## src/rtl/run_ctrl_pkg.sv

```systemverilog
// run_ctrl_pkg: shared types and constants for the execution controller.
//   state_t    - controller state (RUN / PAUSE / HALT)
//   SYS_*      - syscall codes ($v0) with special meaning
//   DSEL_*     - disp_sel source codes
//   CNT_*      - index of each performance counter in the counter bank
package run_ctrl_pkg;

  typedef enum logic [1:0] {
    ST_RUN   = 2'd0,
    ST_PAUSE = 2'd1,
    ST_HALT  = 2'd2
  } state_t;

  localparam int SYS_HALT = 10;
  localparam int SYS_SHOW = 34;

  localparam logic [2:0] DSEL_SHOW = 3'd0;
  localparam logic [2:0] DSEL_INST = 3'd1;
  localparam logic [2:0] DSEL_JUMP = 3'd2;
  localparam logic [2:0] DSEL_BR   = 3'd3;
  localparam logic [2:0] DSEL_CYC  = 3'd4;
  localparam logic [2:0] DSEL_PC   = 3'd5;

  localparam int CNT_CYC  = 0;
  localparam int CNT_INST = 1;
  localparam int CNT_JUMP = 2;
  localparam int CNT_BR   = 3;
  localparam int CNT_NUM  = 4;

endpackage

```

## src/rtl/sync_edge.sv

```systemverilog
// sync_edge: 2-FF synchroniser for an asynchronous button level followed by
// a rising-edge detector.
//   clk  - destination clock
//   rst  - synchronous active-high reset
//   din  - raw asynchronous level
//   rise - one-cycle pulse, two cycles after din goes high
module sync_edge (
  input  logic clk,
  input  logic rst,
  input  logic din,
  output logic rise
);

  logic [1:0] sync_reg;
  logic       prev_reg;

  always_ff @(posedge clk) begin
    if (rst) begin
      sync_reg <= 2'b00;
      prev_reg <= 1'b0;
    end else begin
      sync_reg <= {sync_reg[0], din};
      prev_reg <= sync_reg[1];
    end
  end

  // Pulse is taken straight off the second flop so the press is usable in
  // the same cycle the synchronised level first appears.
  assign rise = sync_reg[1] & ~prev_reg;

endmodule

```

## src/rtl/run_ctrl.sv

```systemverilog
// run_ctrl: execution controller for the single-cycle CPU datapath.
// Gates the PC write, decodes halt/pause/show syscalls, supports single-step
// and a PC breakpoint, keeps saturating performance counters and drives a
// registered display mux.
//   clk, rst             - clock, synchronous active-high reset
//   go                   - raw resume/step button
//   step_mode            - retire at most one instruction per go press
//   bp_en, bp_addr       - breakpoint enable and address
//   pc_val               - PC of the instruction currently executing
//   syscall, sys_v0/a0   - syscall flag, code and argument
//   is_jump, is_br_taken - instruction class for the counters
//   disp_sel             - display source select
//   pc_enable            - PC write enable (combinational)
//   paused, halted       - state flags
//   disp_data            - registered display value
module run_ctrl
  import run_ctrl_pkg::*;
#(
  parameter int DATA_W = 32,
  parameter int CNT_W  = 32
) (
  input  logic              clk,
  input  logic              rst,
  input  logic              go,
  input  logic              step_mode,
  input  logic              bp_en,
  input  logic [DATA_W-1:0] bp_addr,
  input  logic [DATA_W-1:0] pc_val,
  input  logic              syscall,
  input  logic [DATA_W-1:0] sys_v0,
  input  logic [DATA_W-1:0] sys_a0,
  input  logic              is_jump,
  input  logic              is_br_taken,
  input  logic [2:0]        disp_sel,
  output logic              pc_enable,
  output logic              paused,
  output logic              halted,
  output logic [DATA_W-1:0] disp_data
);

  state_t            state_reg, state_next;
  logic              bp_skip_reg, bp_skip_next;
  logic [DATA_W-1:0] show_reg, show_next;
  logic [DATA_W-1:0] disp_reg, disp_next;

  logic go_rise;
  logic exec, bp_hit, halt_sys, show_sys, stop, retire;

  sync_edge u_go_sync (
    .clk  (clk),
    .rst  (rst),
    .din  (go),
    .rise (go_rise)
  );

  assign exec     = (state_reg == ST_RUN) | ((state_reg == ST_PAUSE) & go_rise);
  // bp_skip lets the breakpointed instruction execute once on resume.
  assign bp_hit   = bp_en & (pc_val == bp_addr) & ~bp_skip_reg;
  assign halt_sys = syscall & (sys_v0 == DATA_W'(SYS_HALT));
  assign show_sys = syscall & (sys_v0 == DATA_W'(SYS_SHOW));
  assign stop     = bp_hit | halt_sys;
  assign retire   = exec & ~stop;

  assign pc_enable = retire & ~rst;
  assign paused    = (state_reg == ST_PAUSE);
  assign halted    = (state_reg == ST_HALT);
  assign disp_data = disp_reg;

  always_ff @(posedge clk) begin
    if (rst) begin
      state_reg   <= ST_RUN;
      bp_skip_reg <= 1'b0;
      show_reg    <= '0;
      disp_reg    <= '0;
    end else begin
      state_reg   <= state_next;
      bp_skip_reg <= bp_skip_next;
      show_reg    <= show_next;
      disp_reg    <= disp_next;
    end
  end

  always_comb begin
    state_next   = state_reg;
    bp_skip_next = bp_skip_reg;
    show_next    = show_reg;
    if (exec) begin
      if (bp_hit) begin
        state_next   = ST_PAUSE;
        bp_skip_next = 1'b1;
      end else if (halt_sys) begin
        state_next = ST_HALT;
      end else begin
        bp_skip_next = 1'b0;
        if (show_sys) begin
          show_next  = sys_a0;
          state_next = step_mode ? ST_PAUSE : ST_RUN;
        end else if (syscall) begin
          state_next = ST_PAUSE;
        end else begin
          state_next = step_mode ? ST_PAUSE : ST_RUN;
        end
      end
    end
  end

  // Counter bank: one saturating counter per generate slice, each exposed
  // already resized to DATA_W for the display mux.
  logic [CNT_NUM-1:0]             cnt_inc;
  logic [CNT_NUM-1:0][DATA_W-1:0] cnt_view;

  always_comb begin
    cnt_inc           = '0;
    cnt_inc[CNT_CYC]  = (state_reg != ST_HALT);
    cnt_inc[CNT_INST] = retire;
    cnt_inc[CNT_JUMP] = retire & is_jump;
    cnt_inc[CNT_BR]   = retire & is_br_taken;
  end

  for (genvar gi = 0; gi < CNT_NUM; gi++) begin : g_cnt
    logic [CNT_W-1:0] cnt_reg;

    always_ff @(posedge clk) begin
      if (rst) begin
        cnt_reg <= '0;
      end else if (cnt_inc[gi] && (cnt_reg != '1)) begin
        cnt_reg <= cnt_reg + CNT_W'(1);
      end
    end

    if (CNT_W >= DATA_W) begin : g_trunc
      assign cnt_view[gi] = cnt_reg[DATA_W-1:0];
    end else begin : g_zext
      assign cnt_view[gi] = {{(DATA_W-CNT_W){1'b0}}, cnt_reg};
    end
  end

  always_comb begin
    disp_next = '0;
    case (disp_sel)
      DSEL_SHOW: disp_next = show_reg;
      DSEL_INST: disp_next = cnt_view[CNT_INST];
      DSEL_JUMP: disp_next = cnt_view[CNT_JUMP];
      DSEL_BR:   disp_next = cnt_view[CNT_BR];
      DSEL_CYC:  disp_next = cnt_view[CNT_CYC];
      DSEL_PC:   disp_next = pc_val;
      default:   disp_next = '0;
    endcase
  end

endmodule

```

## config.mk

```make
export PLATFORM = sky130hd
export DESIGN_NAME = run_ctrl
export DESIGN_NICKNAME = d
export VERILOG_FILES = /design/src/rtl/run_ctrl_pkg.sv /design/src/rtl/sync_edge.sv /design/src/rtl/run_ctrl.sv
export SDC_FILE = /design/constraint.sdc
export NUM_CORES = 1
export LEC_CHECK = 0
export CAP_MARGIN = 20
export CORE_MARGIN = 3
export CORE_UTILIZATION = 40
export DETAILED_ROUTE_END_ITERATION = 8
export PLACE_DENSITY_LB_ADDON = 0.05
export SYNTH_ARGS = -nofsm -noshare
export SYNTH_HDL_FRONTEND = slang
export SYNTH_HIERARCHICAL = 1
export SYNTH_SLANG_ARGS = --single-unit
```

## constraint.sdc

```tcl
create_clock -name clk -period 3.34 [get_ports clk]
set_input_delay 1.002 -clock clk [delete_from_list [all_inputs] [get_ports clk]]
set_output_delay 1.002 -clock clk [all_outputs]
set_load 0.01 [all_outputs]
```

==> flow_summary.ini <==
[floorplan]
die_area_um2 = 26600
io_pins = 174
die_h_um = 163
die_w_um = 163
row_count = 56
coreArea_um2 = 23900
initial_core_util = 0.414

[sta]
fin_setup_tns_ns = -0.172
worst_pin_slew_ns = 0.930
hold_ws_ns = 0.436
layout_setup_ws_ns = -0.172
skew_ns = 0.0142
layout_min_cycle_time_ns = 3.51
slew_headroom = 0.375
hold_viol = 0
finalSetupViolCount = 1
fmax_mhz = 285
min_period_over_period = 1.05
finalMaxSlewViolations = 0
rsz0062_at_grt = yes

[yosys]
netlist_top_cells_area = dfxtp_1 40%, a22oi_1 7.3%, nor2_1 4.8%, xor2_1 4.0%, xnor2_1 3.7%
synth.cell_area_um2 = 9890
synth_cells = 1145
ys_ff_latch = 198
syn_nets = 1288
syn_avg_cell_area_um2 = 8.63
ys_warn_count = 6
netlist_top_cells_count = 198 x dfxtp_1, 127 x nor2_1, 96 x a22oi_1
synth_edf_count = 0
yosysMostFrequentCell = dfxtp_1
yosys.area.top_type = dfxtp_1
seq_area_frac_synth = 0.401
synth.top_cell.area_share = 0.401
synth_flop_cell = dfxtp_1
async_flop_share = 0
synth_cell_types = 57

[power_and_ir_drop]
p_comb_frac = 0.106
seq_power_share = 0.479
p_int_w = 0.00379
switching_share = 0.245
p_leak_nw = 4.73
p_per_area_nw_per_um2 = 385
ir_drop_mv = 0.271
power.net_switching_w = 0.00123
p_clk_frac = 0.415

[min_path]
hold_path_depth = 1
hp-class = reg2reg
min_to = u_go_sync/sync_reg[1]$_SDFF_PP0_
min_from = u_go_sync/sync_reg[0]$_SDFF_PP0_

[critical_path]
cp_slowest_cell = nor4_2
cp_num_buf_inv = 2
worstPathArrival_ns = 2.51
reg2reg_depth = 7
start_kind = input port
r2r_slack_ns = 0.62
slowest_delay_ns = 0.31
path_common_cell = nand4_1
critPathTopFamily = simple AND/OR/NAND/NOR gates
crit_path_end_kind = output pin
cp.required_ns = 2.34
crit_type = in2out
path_cells = clkdlybuf4s15_2 > xnor2_2 > nand4_1 > nor4_2 > nand4_1 > nand2_2 > nor2_1 > buf_2
r2r-end = g_cnt[3].cnt_reg[26]$_SDFFE_PP0P_
crit_fanout = 2
r2r_start = g_cnt[3].cnt_reg[3]$_SDFFE_PP0P_

[final_layout]
multi_input_area_um2 = 5700
synthToLayoutAreaGrowth_pct = 31.9
largest_reg_flops = 128
stdcell_area_um2 = 13000
fillerInstances = 2309
drive_gt1_frac = 0.136
register_area_um2 = 3960
final_cells = 1675
diodes = 0
fin_nets = 1488

[clock_tree]
post_cts_buffers = 0
clk_pin_slew_ns = 0.07
clk_path_buf_depth = 2
cts_root_buffer = clkbuf_16
clock-sinks = 198
cts_hold_buf = 0
insertion_delay_ns = 0.44
cts_inserted_buffers = 17
cts_tree = built
htreeDepth = 4

[placement]
place_inst = 1647
hpwl_mm = 26.3
place.gp.congestion = 0.882
post-place-ws_ns = -0.881
numPortBuffers = 173
placed_area_um2 = 12500

[detailed_routing]
vias = 9724
postRouteWirelength_mm = 35.4
drcViolationCount = 0
drtIter0Drc = 922
routed_via_density = 5.81
firstDrtPassIters = 5
route.antenna.remaining_nets = 0
wl_per_cell_um = 21.1

[status]
status = complete, but fails checks
violations = setup timing

[grt]
first_global_vias = 8922
grtUsageTotal = 0.260
grt_max_degree = 204
antenna_found_initial = 0
overflow = 0
grt_first_pass_wirelength_mm = 52.3

[run]
cap_violations = 0
[placed cells by master (no fill, tap or decap), types with 6 or more instances in the layout]
cell,n
nor4_1,17
a22oi_1,96
o21ai_0,27
a31oi_1,33
nor4_2,6
nor2b_1,31
o21ai_1,6
mux2_2,10
nor2_1,127
dfxtp_1,198
xor2_1,42
nand4_1,53
xnor2_2,8
or3_1,27
clkdlybuf4s50_1,95
and4_1,12
nand3_1,55
clkbuf_16,17
buf_12,10
and3_1,20
nor3_1,14
or4_1,28
dlygate4sd2_1,39
xnor2_1,34
buf_2,15
mux2i_1,35
clkdlybuf4s15_1,16
o31ai_1,18
inv_1,19
nand2_1,53
buf_4,67
a21oi_1,46
[worst max-delay path by stage]
| stage | cells after the start | to | startpoint |
|---|---|---|---|
| floorplan | 6 | pc_enable | sys_v0[2] |
| global placement | 9 | pc_enable | pc_val[23] |
| detailed placement | 9 | pc_enable | pc_val[23] |
| CTS | 9 | pc_enable | bp_addr[23] |
| global route | 8 | pc_enable | pc_val[18] |
| finish | 8 | pc_enable | pc_val[14] |
[power groups by stage]
stage	combinational, W	clock [W]	sequential (W)
after floorplan	0.000189	0	0.00246
after global placement	0.000545	0	0.00246
after detailed placement	0.000547	0	0.00246
after CTS	0.000532	0.00212	0.00241
after global routing	0.000567	0.00221	0.00241
final	0.000532	0.00208	0.00241
[timing repair]
action	4_1_cts	5_1_grt
endpoints found under the setup margin	3	2
pin swaps	45	1
gates resized for setup	170	1
[cell type report]
class                   instances  area share
multi-input cells             859       0.438
flip-flops and latches        198       0.304
repair buffers                250       0.178
clock buffers                  19      0.0347
well taps                     319      0.0306
clock inverters                11     0.00960
inverters                      19     0.00547
[logic make-up (layout without fill, tap and decap cells)]
kind of cell,after synthesis,after routing,share of synthesized area
adder cells (fa/ha/maj),4,4,0.00506
XOR/XNOR,87,87,0.0771
AO/OA/AOI/OAI,239,239,0.158
buffers and inverters,88,299,0.0382
AND/OR/NAND/NOR,477,477,0.264
multiplexers,52,52,0.0567
flip-flops,198,198,0.401
[per-stage QoR]
stage / util / power (W)
4_1_cts: 0.546 / 0.00506
5_1_grt: 0.546 / 0.00518
6_report: 0.546 / 0.00502
3_3_place_gp: 0.522 / 0.00301
3_5_place_dp: 0.522 / 0.00301
2_1_floorplan: - / 0.00265
[layer usage]
layer,part of all wire,GRT usage,wire [µm],vias up
li1,-,-,-,4641
met1,0.44,0.364,15600,4667
met2,0.46,0.411,16300,374
met3,0.069,0.0429,2440,42
met4,0.029,0.0842,1040,0
met5,0,0,0,-
Note: power is estimated with default switching activity, not from simulation.
